**src/rtl/div_by_sub.sv**
```systemverilog
// Sequential unsigned divider by repeated subtraction: 2W-bit dividend / W-bit divisor.
// Shares the start/rdy handshake of the add-based multiplier; flags divide-by-zero and overflow.
module div_by_sub #(
   parameter int data_width = 8
) (
   input  logic                      clk,
   input  logic                      rst_b,
   input  logic                      start,
   input  logic [2*data_width-1:0]   A,
   input  logic [data_width-1:0]     B,
   output logic                      rdy,
   output logic                      done,
   output logic [data_width-1:0]     Q,
   output logic [data_width-1:0]     R,
   output logic                      dbz,
   output logic                      ovf
);

   localparam int W = data_width;

   typedef enum logic {S_idle, S_sub} state_t;

   state_t           state_reg, state_next;
   logic [2*W-1:0]   rr_reg, rr_next;
   logic [W-1:0]     rb_reg, rb_next;
   logic [W-1:0]     rq_reg, rq_next;
   logic             done_reg, done_next;
   logic             dbz_reg, dbz_next;
   logic             ovf_reg, ovf_next;

   logic [2*W-1:0]   rb_ext;
   logic             rr_lt_rb;
   logic             rq_full;

   assign rb_ext   = {{W{1'b0}}, rb_reg};
   assign rr_lt_rb = (rr_reg < rb_ext);
   assign rq_full  = (rq_reg == {W{1'b1}});

   always_ff @(posedge clk) begin
      if (!rst_b) begin
         state_reg <= S_idle;
         rr_reg    <= '0;
         rb_reg    <= '0;
         rq_reg    <= '0;
         done_reg  <= 1'b0;
         dbz_reg   <= 1'b0;
         ovf_reg   <= 1'b0;
      end else begin
         state_reg <= state_next;
         rr_reg    <= rr_next;
         rb_reg    <= rb_next;
         rq_reg    <= rq_next;
         done_reg  <= done_next;
         dbz_reg   <= dbz_next;
         ovf_reg   <= ovf_next;
      end
   end

   always_comb begin
      state_next = state_reg;
      rr_next    = rr_reg;
      rb_next    = rb_reg;
      rq_next    = rq_reg;
      done_next  = 1'b0;
      dbz_next   = dbz_reg;
      ovf_next   = ovf_reg;
      case (state_reg)
         S_idle: begin
            if (start) begin
               rr_next  = A;
               rq_next  = '0;
               ovf_next = 1'b0;
               if (B == '0) begin
                  // Zero divisor finishes immediately without leaving idle
                  dbz_next  = 1'b1;
                  done_next = 1'b1;
               end else begin
                  rb_next    = B;
                  dbz_next   = 1'b0;
                  state_next = S_sub;
               end
            end
         end
         S_sub: begin
            if (rr_lt_rb) begin
               state_next = S_idle;
               done_next  = 1'b1;
            end else if (rq_full) begin
               // Another subtract would wrap the quotient; hold RR/RQ and flag it
               ovf_next   = 1'b1;
               done_next  = 1'b1;
               state_next = S_idle;
            end else begin
               rr_next = rr_reg - rb_ext;
               rq_next = rq_reg + 1'b1;
            end
         end
         default: state_next = S_idle;
      endcase
   end

   assign rdy  = (state_reg == S_idle);
   assign done = done_reg;
   assign Q    = rq_reg;
   assign R    = rr_reg[W-1:0];
   assign dbz  = dbz_reg;
   assign ovf  = ovf_reg;

endmodule

```
**config.mk**
```make
export PLATFORM = sky130hd
export DESIGN_NAME = div_by_sub
export DESIGN_NICKNAME = d
export VERILOG_FILES = /design/src/rtl/div_by_sub.sv
export SDC_FILE = /design/constraint.sdc
export NUM_CORES = 1
export LEC_CHECK = 0
export ABC_AREA = 1
export BUFFER_PORTS_ARGS = -buffer_cell sky130_fd_sc_hd__buf_2
export CAP_MARGIN = 20
export CORE_MARGIN = 2
export CORE_UTILIZATION = 25
export CTS_CLUSTER_SIZE = 24
export DETAILED_ROUTE_END_ITERATION = 12
export MAX_ROUTING_LAYER = met4
export PLACE_DENSITY = 0.48
export SETUP_SLACK_MARGIN = 0.4
export SLEW_MARGIN = 10
export SYNTH_ARGS = -nofsm -noshare
export SYNTH_HDL_FRONTEND = slang
export SYNTH_SLANG_ARGS = --single-unit
```
**constraint.sdc**
```tcl
create_clock -name clk -period 2.15 [get_ports clk]
set_clock_uncertainty 0.05 [all_clocks]
set_input_delay 0.43 -clock clk [delete_from_list [all_inputs] [get_ports clk]]
set_output_delay 0.43 -clock clk [all_outputs]
set_load 0.02 [all_outputs]
```
After elaboration in Yosys (flattened, before gate mapping). Cells that the tools add are included.

Output and inout bits: 20. Logic and storage cells: 44. Bits in registers: 36. Input port bits: 27.

Equal/unequal tests: 5. Add/sub/neg operators: 2. Magnitude comparators: 1. Mux-type cells: 22. Reduce and logical (&&, ||, !) cells: 5. Bitwise logic cells: 2.

Operator list (count): 2-to-1 mux 16 bit (3); case mux 16 bit (2 select lines) (1); 2-to-1 mux 8 bit (3); less-than comparator 16 x 8 -> 1 bit (1); case mux 8 bit (2 select lines) (1); subtractor 16 x 8 -> 16 bit (1); 2-to-1 mux 1 bit (11); AND reduction 3 bit (3); adder 8 x 1 -> 8 bit, second input constant (1); == test 8 bit, second input constant (1); logical NOT 8 bit (1); != test 2 bit, second input constant (3); case mux 1 bit (2 select lines) (3); != test 2 x 1 -> 1 bit, second input constant (1); inverter 1 bit (2); AND reduction 2 bit (1).

Logic depth before layout (Yosys ltp).
Depth after elaboration: 4. Depth in mapped cells: 14. Mapped depth without buffers: 14.

Least setup slack after synthesis. Ideal clock, no wire load.

Path kind: register -> register. Start: register rr_reg[0]. End: register rr_reg[1]. Data arrival time: 1.831 ns. Required time: 1.984 ns. Setup slack: 0.153 ns. Cell stages (with the launch flop): 13. Path through: dfxtp_1 -> inv_1 -> ha_1 -> inv_1 -> fa_1 -> nand2_1 -> nand2_1 -> nand3_1 -> nand3_2 -> nand2_4 -> nand2_8 -> buf_6 -> o211a_1.

Word-level cells in the longest chain between the ends: 4. Elaborated cells on any way between the ends: 7.

Ends and longest elaborated chain: start: declaration (line 24) `logic [2*W-1:0] rr_reg, rr_next;`; start signal: assignment (line 50) `rr_reg <= rr_next;`; subtractor 16 x 8 -> 16 bit (line 94) `rr_next = rr_reg - rb_ext;`; 2-to-1 mux 16 bit (line 88) `end else if (rq_full) begin`; 2-to-1 mux 16 bit (line 85) `if (rr_lt_rb) begin`; case mux 16 bit (2 select lines) (line 67) `case (state_reg)`.

Parallel ways exist; a longest one is shown, timed or not. The select of a mux whose other input is x is not followed. A chain may end at the register's enable or synchronous reset.

Worst setup path after layout.
Start: register rr_reg[0]. End: register rr_reg[3].

The elaborated chain is that of the path after synthesis.

==> qor.log <==
INFO  run_status     status=finished clean
INFO  synthesis      mappedNetlistNets=390
INFO  sta            max_clock_freq=519MHz
INFO  route          drtIter0Drc=84
INFO  route          drt_pass1_iterations=4
INFO  global_route   grt_first_pass_wirelength=11600um
INFO  finish         area_delta_synth_final=40.0%
INFO  sta            layout_setup_ws=0.224ns
INFO  finish         fraction_of_final_layout_cells_with_drive_strength_greater_than_1=37.8%
INFO  route          wire_per_inst=14.0um
INFO  power          p_comb_share=47.8%
INFO  cts            clock_insertion_delay_worst_skew=0.30ns
INFO  cts            inserted_clock_buffers=5
INFO  floorplanning  die-area=10100um2
INFO  sta            setup_total_negative_slack=0ns
INFO  sta            finalMaxSlewViolations=0
INFO  route          vias=2404
INFO  cts            cts_hold_repair.buffers=0
INFO  sta            final_period_util=89.6%
INFO  finish         layout.cells.most_common_list=sky130_fd_sc_hd__nand2_1, sky130_fd_sc_hd__buf_2, sky130_fd_sc_hd__inv_1, sky130_fd_sc_hd__nor2_1, sky130_fd_sc_hd__dfxtp_1
INFO  synthesis      ys_dominant_reg_cell=sky130_fd_sc_hd__dfxtp_1
INFO  critical_path  critPathCaptureType=flop
INFO  floorplanning  initial_core_util=25.5%
INFO  global_route   grt_start_max_net_pins=21
INFO  finish         final_common_cell=sky130_fd_sc_hd__nand2_1
INFO  power          internal_power=0.00163W
INFO  synthesis      ys_types=35
INFO  route          drt_wl_total=7270um
INFO  critical_path  cp_max_fo=6
INFO  sta            rsz0062_at_grt=true
INFO  sta            final_hold_viol_count=0
INFO  synthesis      asyncSetResetFlopFracSynth=0%
INFO  cts            ctsRootBufferMaster=sky130_fd_sc_hd__clkbuf_8
INFO  finish         largest_reg_flops=16
INFO  global_route   global_route.usage.total=15.0%
INFO  power          peakVddDrop=0.333mV
INFO  critical_path  crit_slowest_cell=sky130_fd_sc_hd__fa_2
INFO  synthesis      yosysWarningCount=0
INFO  synthesis      synth_sequential_area_ratio=30.9%
INFO  finish         nNetsFinal=446
INFO  global_route   global_route.overflow_total=0
INFO  sta            worst_pin_slew=0.299ns
INFO  hold_path      min_path_type=input port to flop
INFO  floorplanning  design.portCount=47
INFO  finish         antenna_cells_inserted=0
INFO  cts            clkSlewWorstSetupHoldPaths=0.08ns
INFO  synthesis      area_of_the_mapped_netlist=2330um2
INFO  cts            tritoncts_clock_tree=yes
INFO  cts            ctsLongestPathBuffers=2
INFO  sta            post-route-min-period=1.93ns
INFO  power          leakagePower=1.48nW
INFO  sta            worst_slew_margin_rel=79.9%
INFO  critical_path  critical_path_required=2.30ns
INFO  power          p_seq_share=29.7%
INFO  cts            tritoncts_num_sinks=36
INFO  global_route   first_global_vias=2378
INFO  synthesis      synth_seq_cells=36
INFO  critical_path  timing.critical_path.cells=inv_2 > ha_4 > inv_2 > fa_2 > nand2_2 > nand2_4 > nand3_4 > nand3_4 > nand2_8 > buf_8 > nand2_8 > o21ai_1 > a21oi_1
INFO  synthesis      netlist_instances=353
INFO  power          p_sw=0.00116W
INFO  global_route   grt_antenna_before_repair=0
INFO  place          portBuffers=46
INFO  place          placed_area=2650um2
INFO  synthesis      synth_edf_count=0
INFO  power          sw_frac_of_total=41.7%
INFO  critical_path  ff2ff_setup_slack=0.22ns
INFO  floorplanning  floorplan.core_area=9150um2
INFO  finish         postLayoutCellArea=3260um2
INFO  critical_path  worst-setup-path-type=flop to flop
INFO  flow_run       drv.max_cap_violation_count=0
INFO  route          drc=0
INFO  power          p_total=0.00279W
INFO  route          final_antenna_net_count=0
INFO  finish         num-fill-cells=965
INFO  sta            setup_viol=0
INFO  critical_path  worstPathArrival=2.07ns
INFO  place          detailedPlacementHpwl=4790um
INFO  place          gpl.final_weighted_congestion=0.819
INFO  power          power_density=855nW/um2
INFO  power          pwr-share-clk=22.4%
INFO  floorplanning  die_x=101um
INFO  synthesis      syn-mean-instance-area=6.60um2
INFO  floorplanning  placementRows=35
INFO  floorplanning  die_height=101um
INFO  cts            h-tree-depth=2
INFO  route          post_drt_via_cell_ratio=4.61
INFO  critical_path  cpPeakStageDelay=0.34ns
INFO  critical_path  setup.worst_path.start_class=flop
INFO  place          post-place-ws=0.146ns
-- area by class of cell --
type,count,area [um2],area share [%]
Timing Repair inverter,1,16.3,0.498
Tap cell,111,139,4.26
Timing Repair Buffer,64,424,13.0
Clock buffer,6,72.6,2.22
Clock inverter,2,35.0,1.07
Multi-Input combinational cell,259,1680,51.5
Inverter,42,170,5.21
Sequential cell,36,724,22.2
-- cell families after synthesis --
| group | share of synthesized area, % |
|---|---|
| compound gates | 15.8 |
| xor+xnor | 1.50 |
| fa+ha+maj | 5.69 |
| buf+inv | 13.2 |
| flops | 30.9 |
| simple gates | 32.9 |
-- power by group through the flow --
stage	registers, W	logic, W	clock network, W
floorplan	0.000819	0.000792	0
global placement	0.000829	0.000959	0
detailed placement	0.000829	0.000965	0
CTS	0.000817	0.00114	0.000631
global route	0.000843	0.00147	0.000656
finish	0.000829	0.00133	0.000626
-- worst max-delay path: cells and delay by family, from the launching register on --
family          cells  cell delay [ns]
compound gates      2             0.18
flops               1             0.33
buf+inv             3             0.23
fa+ha+maj           2             0.46
simple gates        6             0.57
-- what timing repair did --
item,in CTS,in global routing
resized for setup,31,55
endpoints found under the setup margin,26,35
gates cloned,5,0
setup buffers,8,3
pin swaps,20,11
-- path summary, 6_finish.rpt --
kind / from / endpoint / cells past startpoint
min reg2reg: rb_reg[3] / rb_reg[3] / 2
max reg2reg: rr_reg[0] / rr_reg[3] / 13
max: rr_reg[0] / rr_reg[3] / 13
min: B[2] / rb_reg[2] / 3
-- cells in the mapped netlist, drive strengths merged (2+ instances only) --
master / count / area share (%)
o211a: 3 / 1.3
ha: 9 / 4.8
dfxtp: 36 / 31
buf: 15 / 5.5
nor3: 4 / 1.1
xor2: 3 / 1.1
a21oi: 34 / 8.1
nand2: 99 / 17
nor2: 37 / 6.1
nand3: 28 / 6.2
nor4: 2 / 0.54
nand3b: 4 / 1.3
o21ai: 27 / 5.8
clkbuf: 4 / 0.64
inv: 42 / 7.1
-- stage by stage --
step,hold slack [ns],util [%],cells
after global placement,0.398,28.9,497
after global routing,0.373,35.7,521
final,0.321,35.7,521
after CTS,0.327,32.8,518
after floorplan,0.383,-,353
after detailed placement,0.404,28.9,497
-- layer usage --
metal  share of wire, %  track usage [%]
met1                 48             19.5
met2                 47             24.5
met3                3.2             2.22
met4                1.1             3.37
met5                  0                -
(Power assumes the default switching activity.)
